--- config.mk ---
export PLATFORM = sky130hd
export DESIGN_NAME = nco_reset_sequencer_flat
export DESIGN_NICKNAME = d
export VERILOG_FILES = /design/src/rtl/nco_reset_sequencer_pkg.sv /design/src/rtl/nco_reset_sequencer_if.sv /design/src/rtl/nco_reset_sequencer.sv /design/src/flat_wrapper.sv
export SDC_FILE = /design/constraint.sdc
export NUM_CORES = 1
export LEC_CHECK = 0
export BUFFER_PORTS_ARGS = -buffer_cell sky130_fd_sc_hd__buf_2
export CAP_MARGIN = 20
export CORE_UTILIZATION = 37
export CTS_BUF_LIST = sky130_fd_sc_hd__clkbuf_8
export DETAILED_ROUTE_END_ITERATION = 16
export MAX_ROUTING_LAYER = met4
export REMOVE_ABC_BUFFERS = 1
export SKIP_CTS_REPAIR_TIMING = 1
export SYNTH_ARGS = -nofsm -noshare
export SYNTH_HDL_FRONTEND = slang
export SYNTH_SLANG_ARGS = --single-unit
--- constraint.sdc ---
create_clock -name clk -period 2.6 [get_ports clk]
set_input_delay 0.78 -clock clk [delete_from_list [all_inputs] [get_ports clk]]
set_output_delay 0.78 -clock clk [all_outputs]
set_load 0.1 [all_outputs]
--- src/rtl/nco_reset_sequencer_pkg.sv ---
// Shared types and constants for the NCO reset sequencer: state encoding,
// counter widths and default parameter values.
package nco_reset_sequencer_pkg;

    localparam int HOLD_CNT_W         = 8;
    localparam int TMO_CNT_W          = 20;

    localparam int DEF_NUM_TILES      = 4;
    localparam int DEF_HOLD_CYCLES    = 8;
    localparam int DEF_TIMEOUT_CYCLES = 65535;

    typedef enum logic [1:0] {
        ST_IDLE        = 2'd0,
        ST_WAIT_SYSREF = 2'd1,
        ST_ASSERT      = 2'd2,
        ST_WAIT_ACK    = 2'd3
    } nco_state_e;

endpackage

--- src/rtl/nco_reset_sequencer_if.sv ---
// Control/status bundle between the RFDC timing block and the NCO reset
// sequencer; master drives the requests, slave is the sequencer.
interface nco_reset_sequencer_if
    import nco_reset_sequencer_pkg::*;
#(
    parameter int NUM_TILES = DEF_NUM_TILES
);

    logic                 start_nco_reset;
    logic                 sysref_pulse;
    logic [NUM_TILES-1:0] tile_ack;
    logic [NUM_TILES-1:0] nco_reset_req;
    logic                 nco_reset_done;
    logic                 nco_reset_busy;
    logic                 timeout_err;

    modport master (
        output start_nco_reset,
        output sysref_pulse,
        output tile_ack,
        input  nco_reset_req,
        input  nco_reset_done,
        input  nco_reset_busy,
        input  timeout_err
    );

    modport slave (
        input  start_nco_reset,
        input  sysref_pulse,
        input  tile_ack,
        output nco_reset_req,
        output nco_reset_done,
        output nco_reset_busy,
        output timeout_err
    );

endinterface

--- src/rtl/nco_reset_sequencer.sv ---
// Sequences a SYSREF-aligned NCO reset across all RFDC tiles and waits for
// every tile to acknowledge, with a timeout on each wait.
//
// state          | meaning
// ST_IDLE        | waiting for start_nco_reset
// ST_WAIT_SYSREF | armed, waiting for the next sysref_pulse (timed)
// ST_ASSERT      | nco_reset_req high for HOLD_CYCLES cycles
// ST_WAIT_ACK    | waiting for all tile_ack bits (timed)
module nco_reset_sequencer
    import nco_reset_sequencer_pkg::*;
#(
    parameter int NUM_TILES      = DEF_NUM_TILES,
    parameter int HOLD_CYCLES    = DEF_HOLD_CYCLES,
    parameter int TIMEOUT_CYCLES = DEF_TIMEOUT_CYCLES
) (
    input  logic                  clk,
    input  logic                  rst,
    nco_reset_sequencer_if.slave  bus
);

    localparam logic [HOLD_CNT_W-1:0] HOLD_LOAD = HOLD_CNT_W'(HOLD_CYCLES - 1);
    localparam logic [TMO_CNT_W-1:0]  TMO_LOAD  = TMO_CNT_W'(TIMEOUT_CYCLES);

    nco_state_e            state_q, state_d;
    logic [HOLD_CNT_W-1:0] hold_cnt_q, hold_cnt_d;
    logic [TMO_CNT_W-1:0]  tmo_cnt_q, tmo_cnt_d;
    logic                  done_q, done_d;
    logic                  err_q, err_d;
    logic                  all_ack;

    assign all_ack = &bus.tile_ack;

    always_ff @(posedge clk or posedge rst) begin
        if (rst) begin
            state_q    <= ST_IDLE;
            hold_cnt_q <= '0;
            tmo_cnt_q  <= '0;
            done_q     <= 1'b0;
            err_q      <= 1'b0;
        end else begin
            state_q    <= state_d;
            hold_cnt_q <= hold_cnt_d;
            tmo_cnt_q  <= tmo_cnt_d;
            done_q     <= done_d;
            err_q      <= err_d;
        end
    end

    always_comb begin
        state_d    = state_q;
        hold_cnt_d = hold_cnt_q;
        tmo_cnt_d  = tmo_cnt_q;
        done_d     = done_q;
        err_d      = err_q;
        unique case (state_q)
            ST_IDLE: begin
                if (bus.start_nco_reset) begin
                    state_d   = ST_WAIT_SYSREF;
                    tmo_cnt_d = TMO_LOAD;
                    done_d    = 1'b0;
                    err_d     = 1'b0;
                end
            end
            ST_WAIT_SYSREF: begin
                if (bus.sysref_pulse) begin
                    state_d    = ST_ASSERT;
                    hold_cnt_d = HOLD_LOAD;
                end else if (tmo_cnt_q == '0) begin
                    state_d = ST_IDLE;
                    err_d   = 1'b1;
                end else begin
                    tmo_cnt_d = tmo_cnt_q - 1'b1;
                end
            end
            ST_ASSERT: begin
                if (hold_cnt_q == '0) begin
                    state_d   = ST_WAIT_ACK;
                    tmo_cnt_d = TMO_LOAD;
                end else begin
                    hold_cnt_d = hold_cnt_q - 1'b1;
                end
            end
            ST_WAIT_ACK: begin
                // Acks are checked before expiry so a last-cycle ack still completes.
                if (all_ack) begin
                    state_d = ST_IDLE;
                    done_d  = 1'b1;
                end else if (tmo_cnt_q == '0) begin
                    state_d = ST_IDLE;
                    err_d   = 1'b1;
                end else begin
                    tmo_cnt_d = tmo_cnt_q - 1'b1;
                end
            end
            default: state_d = ST_IDLE;
        endcase
    end

    // Request decodes the state register only, so reset clears it without a clock.
    always_comb begin
        bus.nco_reset_req  = {NUM_TILES{state_q == ST_ASSERT}};
        bus.nco_reset_busy = (state_q != ST_IDLE);
        bus.nco_reset_done = done_q;
        bus.timeout_err    = err_q;
    end

endmodule

--- src/flat_wrapper.sv ---
// flat-port wrapper written by rule: the top's interface ports become plain ports
module nco_reset_sequencer_flat import nco_reset_sequencer_pkg::*;
#(
    parameter int NUM_TILES      = DEF_NUM_TILES,
    parameter int HOLD_CYCLES    = DEF_HOLD_CYCLES,
    parameter int TIMEOUT_CYCLES = DEF_TIMEOUT_CYCLES
)
  (clk, rst, bus_start_nco_reset, bus_sysref_pulse, bus_tile_ack, bus_nco_reset_req, bus_nco_reset_done, bus_nco_reset_busy, bus_timeout_err);
  nco_reset_sequencer_if #(.NUM_TILES(NUM_TILES)) bus_i ();
  input  logic clk;
  input  logic rst;
  input wire logic [$bits(bus_i.start_nco_reset)-1:0] bus_start_nco_reset;
  input wire logic [$bits(bus_i.sysref_pulse)-1:0] bus_sysref_pulse;
  input wire logic [$bits(bus_i.tile_ack)-1:0] bus_tile_ack;
  output wire logic [$bits(bus_i.nco_reset_req)-1:0] bus_nco_reset_req;
  output wire logic [$bits(bus_i.nco_reset_done)-1:0] bus_nco_reset_done;
  output wire logic [$bits(bus_i.nco_reset_busy)-1:0] bus_nco_reset_busy;
  output wire logic [$bits(bus_i.timeout_err)-1:0] bus_timeout_err;
  assign bus_i.start_nco_reset = bus_start_nco_reset;
  assign bus_i.sysref_pulse = bus_sysref_pulse;
  assign bus_i.tile_ack = bus_tile_ack;
  assign bus_nco_reset_req = bus_i.nco_reset_req;
  assign bus_nco_reset_done = bus_i.nco_reset_done;
  assign bus_nco_reset_busy = bus_i.nco_reset_busy;
  assign bus_timeout_err = bus_i.timeout_err;
  nco_reset_sequencer #(.NUM_TILES(NUM_TILES), .HOLD_CYCLES(HOLD_CYCLES), .TIMEOUT_CYCLES(TIMEOUT_CYCLES)) u_core (.clk(clk), .rst(rst), .bus(bus_i));
endmodule
Yosys cells after proc, flatten, opt, wreduce, memory -nomap -nowiden
Index checks and enable logic that the tools add are counted.
Word-level totals
  bits in registers: 32
  bits of input ports: 8
  output and inout bits: 7
  logic and storage cells: 52
Operators by class
  $add $sub $neg: 2
  equal/unequal tests: 10
  muxes and demuxes: 22
  reductions and logical operators: 13
Operators with widths (number)
  two-way mux 20 bit: 5
  case mux 20 bit (4 select lines): 1
  zero test 20 bit: 1
  subtractor 20 x 1 -> 20 bit (second input constant): 1
  two-way mux 8 bit: 2
  case mux 8 bit (2 select lines): 1
  AND reduction 4 bit: 3
  two-way mux 2 bit: 5
  != test 2 bit (second input constant): 5
  zero test 8 bit: 1
  case mux 2 bit (4 select lines): 1
  subtractor 8 x 1 -> 8 bit (second input constant): 1
  AND reduction 3 bit: 2
  nonzero test 2 bit: 3
  two-way mux 1 bit: 5
  equality test 2 bit (second input constant): 2
  != test 2 x 1 -> 1 bit (second input constant): 2
  case mux 1 bit (3 select lines): 1
  nonzero test 3 bit: 1
  equality test 2 x 1 -> 1 bit (second input constant): 1
  zero test 2 bit: 1
  case mux 1 bit (2 select lines): 1
  AND reduction 2 bit: 1

Logic depth before layout (Yosys ltp)
  depth after elaboration: 4
  depth in mapped cells: 8
  mapped depth without buffers: 7

Worst setup path after synthesis
No wires, ideal clock.
  path kind: reg2out
  start: register u_core.state_q[0]
  end: output bus_nco_reset_req[1]
  data arrival time: 1685 ps
  path slack: 135 ps
  stages on the path, launching flop included: 4
  buffers on the path: 1
  cells stage by stage: dfrtp_1 -> nand2b_1 -> inv_1 -> buf_4
Between the ends
  cells in the longest elaborated chain, start to end: 1
Ends and longest elaborated chain
  start, declared: line nco_reset_sequencer.sv:24  | nco_state_e state_q, state_d;
  start signal, assigned: line nco_reset_sequencer.sv:41  | state_q <= state_d;
  equality test 2 bit: line nco_reset_sequencer.sv:101  | bus.nco_reset_req = {NUM_TILES{state_q == ST_ASSERT}};
  end, declared: line flat_wrapper.sv:15  | output wire logic [$bits(bus_i.nco_reset_req)-1:0] bus_nco_reset_req;
Every way passes these cells.

Worst setup path after layout
  start: register u_core.state_q[0]
  end: output bus_nco_reset_req[0]
Same word-level chain as after synthesis.

==> impl_metrics.tcl <==
set metrics [dict create \
    hp-class "reg -> reg" \
    hold_ws_ns 0.476 \
    coreArea_um2 5110 \
    syn-cell-area_um2 1950 \
    clockRootBuffer "clkbuf_8" \
    synth_cell_types 55 \
    numCtsBuffers 5 \
    ant_nets 0 \
    cts_tree "built" \
    synth_area_leaders "dfrtp_1 41%, o21ai_0 4.4%, nor2_1 3.3%" \
    grt_first_pass_wirelength_um 7400 \
    rows 26 \
    die_h_um 74.6 \
    finalCritPeriodShare_pct 91.1 \
    setup_viol 0 \
    fin_crit_ns 2.37 \
    total_leakage_power_nw 0.837 \
    vias_per_cell 5.56 \
    async_reset_ff_share_pct 100 \
    crit_arrival_ns 1.59 \
    h-tree-depth 2 \
    finClkSkew_ns 0.0109 \
    worst_setup_path_start_kind "flop" \
    drc 0 \
    gp_congestion 0.785 \
    syn_avg_cell_area_um2 9.12 \
    drive_gt1_share_pct 15.7 \
    cts_max_path_buffers 2 \
    status "complete, no violations" \
    rsz0062_at_grt "false" \
    initial_utilization_pct 38.2 \
    hold_viol_final 0 \
    syn_to_final_growth_pct 13.3 \
    synth_edf_count 0 \
    tightestPinTransition_ns 0.581 \
    fp.dieW_um 74.6 \
    p_per_area_nw_per_um2 1020 \
    gr-total-overflow 0 \
    yosysTopAreaCell "dfrtp_1" \
    critPathRequiredTime_ns 1.82 \
    layout.nets 245 \
    path_max_fanout 8 \
    max_freq_ghz 0.422 \
    wl_per_cell_um 14.3 \
    grt_pass1_vias 1605 \
    drtIter0Drc 64 \
    synth_warnings 0 \
    irDropWorstVdd_mv 0.852 \
    slew_violations 0 \
    cts.sinks 32 \
    netlist.area_leader.share_pct 41.0 \
    fp.dieArea_um2 5570 \
    ys_top_cells_by_count "32 x dfrtp_1, 17 x nor2_1, 17 x o21ai_0, 14 x nand2_1" \
    portBuffers 14 \
    drtPass1Iterations 4 \
    fill_cells 515 \
    vias 1695 \
    dpl.hpwl_um 3100 \
    diodes 0 \
    grt_max_degree 33 \
    worstSetupPathType "reg -> out" \
    dp.cells 297 \
    drv_cap 0 \
    antenna_found_initial 0 \
    ios 15 \
    worstSetupEndpointType "primary output" \
    yosysSeqAreaShare_pct 41.0 \
    relSlewSlack_pct 60.9 \
    path_clk_slew_ns 0.07 \
    total_power_w 0.00226 \
    ys_ff_latch 32 \
    synth.most_common_cell "dfrtp_1" \
    synth_top_flop_cell "dfrtp_1" \
    fin_cells 305 \
    grtUsageTotal_pct 18.2 \
    syn_inst 214 \
    routed_wl_um 4380 \
    insertion_delay_ns 0.29 \
]
## stage by stage
stage	worst slack [ns]	util (%)	cell area (um2)	TNS, ns
2_1_floorplan	-1.61	-	1870	-8.39
3_3_place_gp	0.305	41.5	2120	0
3_5_place_dp	0.305	41.5	2120	0
4_1_cts	0.224	43.3	2210	0
5_1_grt	0.120	43.3	2210	0
6_report	0.231	43.3	2210	0
## logic make-up after synthesis
logic type / Yosys count / synth area share, %
xor+xnor: 2 / 0.898
compound gates: 72 / 25.8
fa+ha+maj: 3 / 1.92
flops: 32 / 41.0
buf+inv: 24 / 6.54
mux: 3 / 1.54
simple gates: 78 / 22.3
## final cells by class
class                           instances  area [um2]  share of cell area (%)
Multi-Input combinational cell        158        1020                    46.3
Sequential cell                        32         801                    36.2
Timing Repair Buffer                   24         160                    7.24
Tap cell                               70        87.6                    3.96
Clock buffer                            6        82.6                    3.74
Inverter                               13        48.8                    2.21
Clock inverter                          2        7.51                   0.340
## critical path, stage by stage, from the launching register on
cell and delay [ns]:
dfrtp_1 0.46, nand2b_1 0.24, inv_1 0.15, buf_2 0.45
## worst paths after layout
path | startpoint | end | slack, ns | depth (start not counted)
setup / recovery | u_core.state_q[0] | bus_nco_reset_req[0] | 0.23 | 3
hold / removal | u_core.hold_cnt_q[7] | u_core.hold_cnt_q[7] | 0.48 | 1
setup reg to reg | u_core.tmo_cnt_q[0] | u_core.tmo_cnt_q[14] | 0.27 | 7
hold reg to reg | u_core.hold_cnt_q[7] | u_core.hold_cnt_q[7] | 0.48 | 1
max in group asynchronous | rst | u_core.state_q[1] | 1.72 | 3
min in group asynchronous | rst | u_core.tmo_cnt_q[5] | 0.57 | 3
## sequential cells by signal (all words and copies together) (netlist names)
signal                     cells
u_core.bus.nco_reset_done      1
u_core.bus.timeout_err         1
u_core.hold_cnt_q              8
u_core.state_q                 2
u_core.tmo_cnt_q              20
## where the power goes
group / internal [W] / total (W) / switching [W] / leakage, nW
Clock: 0.000208 / 0.000397 / 0.000189 / 0.0538
Sequential: 0.000632 / 0.000797 / 0.000165 / 0.343
Combinational: 0.000357 / 0.00107 / 0.000712 / 0.441
Total: 0.00120 / 0.00226 / 0.00107 / 0.837
## layer usage
metal / GRT usage, % / vias up / share of wire (%)
li1: - / 852 / -
met1: 22.4 / 806 / 49
met2: 28.8 / 28 / 47
met3: 3.75 / 9 / 2.5
met4: 7.97 / 0 / 1.6
met5: - / - / 0
## placed cells by master (no fill, tap or decap), types with 5 or more instances in the layout
master	n
dfrtp_1	32
o21ai_0	17
nor2_1	17
inv_1	14
nand2_1	14
buf_2	13
a21oi_1	12
buf_4	10
nor4_1	7
nor3_1	7
o31ai_1	7
clkbuf_8	6
nand4_1	5
Power figures use the tool's default switching activity.
